File: src/rtl/row_mean_seq.sv
// Per-channel frame averager: accumulates N_SAMP columns of N_CH readings, then divides
// every channel sum by N_SAMP on one shared restoring divider and presents the means.
module row_mean_seq #(
   parameter int N_CH   = 8,
   parameter int N_SAMP = 8,
   parameter int N_BITS = 22,
   parameter int ROUND  = 1
) (
   input  logic              clk,
   input  logic              reset,
   input  logic              in_valid,
   output logic              in_ready,
   input  logic [N_BITS-1:0] in_col   [N_CH],
   output logic              out_valid,
   input  logic              out_ready,
   output logic [N_BITS-1:0] out_mean [N_CH]
);

   localparam int ACC_W = N_BITS + $clog2(N_SAMP) + 1;
   localparam int CNT_W = (N_SAMP > 1) ? $clog2(N_SAMP) : 1;
   localparam int CH_W  = (N_CH > 1) ? $clog2(N_CH) : 1;
   localparam int BIT_W = $clog2(ACC_W);

   localparam logic [ACC_W-1:0] BIAS     = (ROUND != 0) ? ACC_W'(N_SAMP / 2) : '0;
   localparam logic [ACC_W-1:0] DIVISOR  = ACC_W'(N_SAMP);
   localparam logic [CNT_W-1:0] CNT_LAST = CNT_W'(N_SAMP - 1);
   localparam logic [CH_W-1:0]  CH_LAST  = CH_W'(N_CH - 1);
   localparam logic [BIT_W-1:0] BIT_LAST = BIT_W'(ACC_W - 1);

   typedef enum logic [1:0] {ACCUM, DIVIDE, DONE} state_t;

   state_t             state_q, state_d;
   logic [ACC_W-1:0]   acc_q  [N_CH];
   logic [ACC_W-1:0]   acc_d  [N_CH];
   logic [N_BITS-1:0]  mean_q [N_CH];
   logic [N_BITS-1:0]  mean_d [N_CH];
   logic [CNT_W-1:0]   cnt_q, cnt_d;
   logic [CH_W-1:0]    ch_q, ch_d;
   logic [BIT_W-1:0]   bit_q, bit_d;
   logic [ACC_W-1:0]   rem_q, rem_d;
   logic [ACC_W-1:0]   dq_q, dq_d;

   logic [ACC_W-1:0]   rem_sh, rem_nx, dq_nx, next_div;
   logic               ge;

   // One restoring-division step: dq_q shifts the dividend out at the top and the
   // quotient in at the bottom, so after ACC_W steps it holds the quotient.
   always_comb begin
      rem_sh   = {rem_q[ACC_W-2:0], dq_q[ACC_W-1]};
      ge       = (rem_sh >= DIVISOR);
      rem_nx   = ge ? (rem_sh - DIVISOR) : rem_sh;
      dq_nx    = {dq_q[ACC_W-2:0], ge};
      next_div = '0;
      for (int i = 0; i < N_CH; i++) begin
         if (CH_W'(i) == (ch_q + CH_W'(1))) next_div = acc_q[i];
      end
   end

   always_comb begin
      state_d   = state_q;
      acc_d     = acc_q;
      mean_d    = mean_q;
      cnt_d     = cnt_q;
      ch_d      = ch_q;
      bit_d     = bit_q;
      rem_d     = rem_q;
      dq_d      = dq_q;
      in_ready  = 1'b0;
      out_valid = 1'b0;
      case (state_q)
         ACCUM: begin
            in_ready = 1'b1;
            if (in_valid) begin
               for (int i = 0; i < N_CH; i++) acc_d[i] = acc_q[i] + ACC_W'(in_col[i]);
               if (cnt_q == CNT_LAST) begin
                  // Rounding bias is folded into the sums as the frame closes.
                  for (int i = 0; i < N_CH; i++) acc_d[i] = acc_d[i] + BIAS;
                  cnt_d   = '0;
                  state_d = DIVIDE;
                  dq_d    = acc_d[0];
                  rem_d   = '0;
                  bit_d   = '0;
                  ch_d    = '0;
               end else begin
                  cnt_d = cnt_q + CNT_W'(1);
               end
            end
         end
         DIVIDE: begin
            dq_d  = dq_nx;
            rem_d = rem_nx;
            if (bit_q == BIT_LAST) begin
               for (int i = 0; i < N_CH; i++) begin
                  if (CH_W'(i) == ch_q) mean_d[i] = dq_nx[N_BITS-1:0];
               end
               bit_d = '0;
               rem_d = '0;
               if (ch_q == CH_LAST) begin
                  state_d = DONE;
               end else begin
                  ch_d = ch_q + CH_W'(1);
                  dq_d = next_div;
               end
            end else begin
               bit_d = bit_q + BIT_W'(1);
            end
         end
         DONE: begin
            out_valid = 1'b1;
            if (out_ready) begin
               state_d = ACCUM;
               for (int i = 0; i < N_CH; i++) acc_d[i] = '0;
            end
         end
         default: state_d = ACCUM;
      endcase
   end

   always_ff @(posedge clk) begin
      if (reset) begin
         state_q <= ACCUM;
         for (int i = 0; i < N_CH; i++) begin
            acc_q[i]  <= '0;
            mean_q[i] <= '0;
         end
         cnt_q <= '0;
         ch_q  <= '0;
         bit_q <= '0;
         rem_q <= '0;
         dq_q  <= '0;
      end else begin
         state_q <= state_d;
         for (int i = 0; i < N_CH; i++) begin
            acc_q[i]  <= acc_d[i];
            mean_q[i] <= mean_d[i];
         end
         cnt_q <= cnt_d;
         ch_q  <= ch_d;
         bit_q <= bit_d;
         rem_q <= rem_d;
         dq_q  <= dq_d;
      end
   end

   assign out_mean = mean_q;

endmodule

File: config.mk
export PLATFORM = sky130hd
export DESIGN_NAME = row_mean_seq
export DESIGN_NICKNAME = d
export VERILOG_FILES = /design/src/rtl/row_mean_seq.sv
export SDC_FILE = /design/constraint.sdc
export NUM_CORES = 2
export LEC_CHECK = 0
export CAP_MARGIN = 20
export CORE_ASPECT_RATIO = 1.25
export CORE_MARGIN = 2
export CORE_UTILIZATION = 49
export CTS_CLUSTER_DIAMETER = 80
export DETAILED_ROUTE_END_ITERATION = 8
export GPL_TIMING_DRIVEN = 0
export PLACE_DENSITY = 0.76
export SLEW_MARGIN = 20
export SYNTH_ARGS = -nofsm -noshare
export SYNTH_HDL_FRONTEND = slang
export SYNTH_SLANG_ARGS = --single-unit
File: constraint.sdc
create_clock -name clk -period 4.4 [get_ports clk]
set_input_delay 1.32 -clock clk [delete_from_list [all_inputs] [get_ports clk]]
set_output_delay 1.32 -clock clk [all_outputs]
set_load 0.02 [all_outputs]
==> results.md <==
- Core region area: around 64000 um^2
- Non-Filler Instances: 5634
- Vias in the first global route: about 32000
- Syn Area/Cell: around 7.6 um^2
- MaxCap Viol Count: 0
- Combinational power share: slightly below 40%
- Unrepaired setup endpoints after global routing: yes
- Worst-Skew Late Latency: 600 ps
- Max transition margin: between 10% and 20%
- Cell depth of the worst flop-to-flop path: 15
- Largest net degree at the start of global routing: 16
- Worst path bufs/invs: 2
- VDD IR max: between 0.2 and 0.3 mV
- Share of layout cells above drive strength 1: around an eighth
- Max Clk Rate: ~230 MHz
- CTS Sinks: ~450
- Arrival @ worst endpoint: 4940 ps
- Yosys reg bits: 448
- Syn Std Cell Area: ~32000 um^2
- Antenna viol nets, final: 0
- Worst hold stages: 2
- First-pass GRT wire length: 180000 um
- Cell internal pwr: a little over 9000 uW
- Starting Density: roughly 50%
- Worst setup SP type: primary input
- Via Count: ~35000
- Yosys cell types: about 100
- Final period util: 100%
- Area after DPL: 36800 um^2
- CTS max path bufs: 3
- Clock Pin Slew Worst Setup and Hold Paths: about 70 ps
- RR Endpoint: dq_q[10]
- I/O pin cnt: between 300 and 400
- Global Route Usage Sum: about 34%
- Net count after synthesis: 4581
- Sequential Power Share: 31.7%
- Hold_ws: about 450 ps
- DRT Pass-1 Iters: 9
- # port buffers: about 360
- Worst-path fanout max: 6
- GR Overflow Total: 0
- CTS tree: built
- Routed vias/inst: around 6
- HP Start: out_mean[72]
- PD cells: around 350 nW/um^2
- Area of the multi-input gates: 23900 um^2
- DIE AREA: 67200 um^2
- Number of fill cells: approximately 5600
- Hold Vio Cnt, Final: 0
- Outcome: finished with violations
- Slew of the pin with the lowest slew margin: 1310 ps
- CTS Buf Count: between 40 and 50
- Tmin final: 4400 ps
- Routability cong.: ~1.1
- 1st-iter DRT viols: 2859
- Pleak: ~0.016 uW
- Die width: 232 um
- Layout Nets: 5135
- Switching pwr: approximately 5400 uW
- Cell family with the largest share of critical-path delay: simple AND/OR/NAND/NOR gates
- Switching Share: between 30% and 40%
- EDFF count, synth: 0
- Slowest CP cell: or4_4
- Synth Flop Type: dfxtp_1
- H-tree depth: 2
- Post-Syn Instances: between 4000 and 5000
- Seq/Total Area, Yosys: between 20% and 30%
- Crit-path max cell delay: 500 ps
- Initial antenna violation count: 1
- Fin area: about 42000 um^2
- Power, Total: between 10000 and 15000 uW
- PnR worst setup slack: -3.11 ps
- Failing checks: negative setup slack
- CP required: about 4900 ps
- Hold WC Path Type: reg2reg
- FF-to-FF setup slack: 80 ps
- Final setup vio count: 1
- Slew Viols, Final: 0
- WHS Endpoint: out_mean[72]
- Area growth syn-to-layout: 30.5%
- Drt total wl: about 120000 um
- Die Ht: 289 um
- Synth async-reset ratio: 0%
- Kind of critical path: in2reg
- Crit-path cells: clkdlybuf4s50_1, ha_2, o21a_1, o211ai_1, a31oi_4, buf_4, a211oi_4, xnor2_1, nand4_1, or4_4, nor4_4, maj3_2, nor4b_4, a211o_1
- Clock power share: 28.6%
- Final HPWL DP: 92700 um
- Root buffer cell: clkbuf_16
- Pre-CTS setup slack: -1300 ps
- Sequential cell area: approximately 9000 um^2
- DRC Markers: 0
- Routed length per instance: approximately 22 um
- Placed Cells incl. Taps: ~5400
- Row count: between 100 and 150
- Worst Setup End Kind: register
- Final Skew: approximately 14 ps
- R2R Path Start: ch_q[0]
- YS warnings: 0
-- worst max path at each step --
stage | from | to | slack, ps | cells after the start
after floorplan | in_col[118] | acc_q[153] | -100 | 12
after global placement | in_col[0] | acc_q[24] | -1310 | 14
after detailed placement | in_col[0] | acc_q[24] | -1300 | 14
after CTS | in_col[44] | acc_q[77] | -0.7 | 14
after global routing | in_col[94] | acc_q[128] | -120 | 14
final | in_col[94] | acc_q[128] | -3 | 14
-- Yosys cell counts (95+ instances only) --
master | instances | area, um^2
dfxtp_1 | 448 | 8970
nand2_1 | 630 | 2360
o21ai_0 | 133 | 666
nor2_1 | 430 | 1610
nand3_1 | 95 | 475
nor3_1 | 116 | 581
clkbuf_1 | 255 | 957
xnor2_1 | 223 | 1950
a22oi_1 | 147 | 1100
xor2_1 | 114 | 998
ha_1 | 196 | 2450
a21oi_1 | 380 | 1900
-- flip-flops by register name, indices dropped and copies added (netlist names) --
name      cells
acc_q       208
out_mean    176
dq_q         26
rem_q        25
bit_q         5
ch_q          3
cnt_q         3
state_q       2
-- through the flow --
step / utilization, % / setup TNS [ps]
global route: 64.6 / -494
CTS: 62.0 / -0.711
global placement: 57.1 / -85480
floorplan: - / -248
detailed placement: 57.1 / -82450
finish: 64.6 / -3.11
-- area by class of cell --
cell class | instances | share of cell area [%]
inverters | 70 | 0.631
repair buffers | 528 | 11.7
clock buffers | 58 | 3.01
flip-flops and latches | 448 | 21.5
well taps | 848 | 2.55
diodes | 2 | 0.0120
multi-input cells | 3405 | 57.4
plain buffers | 253 | 2.40
clock inverters | 22 | 0.715
-- power by group through the flow --
stage                     logic [uW]  clock network [uW]  registers [uW]
after CTS                       5150                4160            4600
after floorplan                 3560                   0            4520
after global placement          4590                   0            4680
after detailed placement        4650                   0            4690
after global routing            6250                4320            4630
final                           5800                4180            4630
-- layer usage --
layer / vias to the layer above / routed length [um] / track usage (%)
met3: 420 / 9100 / 5.37
met4: 0 / 8860 / 22.6
met5: - / 0 / 0
met2: 1495 / 60000 / 60.3
li1: 16328 / - / -
met1: 16294 / 44600 / 37.9
-- placed cells by master (no fill, tap or decap), types with 17 or more instances in the layout --
cell / instances
nand2_1: 623
ha_2: 23
a311oi_1: 17
nor3_2: 27
and3_1: 36
a21o_1: 84
ha_4: 34
a22oi_1: 146
xor2_1: 104
ha_1: 139
clkdlybuf4s50_1: 322
a211oi_1: 56
a222oi_1: 26
and2_1: 35
inv_1: 70
dfxtp_1: 448
a21oi_1: 353
nor2b_1: 27
a221oi_1: 31
xnor2_1: 200
nand4_1: 51
o21a_1: 35
nor3_1: 89
or3_1: 31
clkbuf_16: 45
buf_4: 169
o21ai_0: 115
o21ai_1: 18
nand3_1: 86
a211o_1: 22
clkbuf_1: 231
nor2_1: 420
o211ai_1: 39
a22o_1: 21
nand2b_1: 36
a21oi_2: 22
xnor2_2: 20
-- worst reg2reg max path: stages (launching register included) --
cell and delay, ps:
dfxtp_1 360, ha_1 250, ha_1 540, and3b_1 230, clkbuf_1 340, clkbuf_2 300, a222oi_1 150, nor3_1 620
a221oi_1 180, a211oi_1 300, a21oi_1 130, a211oi_1 510, a21oi_1 80, nor2_1 120, a21oi_1 50, nor2_1 100
-- kinds of logic after synthesis --
kind of cell,count (synthesis),synth area share (%)
AOI/OAI and AO/OA,1215,26.0
xor gates and xnor gates,337,9.25
adders and majority gates,207,8.29
buffers and inverters,344,4.09
DFF,448,28.1
muxes,18,0.577
and+or+nand+nor,1628,23.7
-- timing repair --
action / 4_1_cts / 5_1_grt
buffers inserted: 97 / 74
hold buffers: 0 / 0
resized for setup: 189 / 257
setup endpoints to repair: 84 / 86
pin swaps: 92 / 146
No activity file was read; power rests on OpenSTA's default activity.
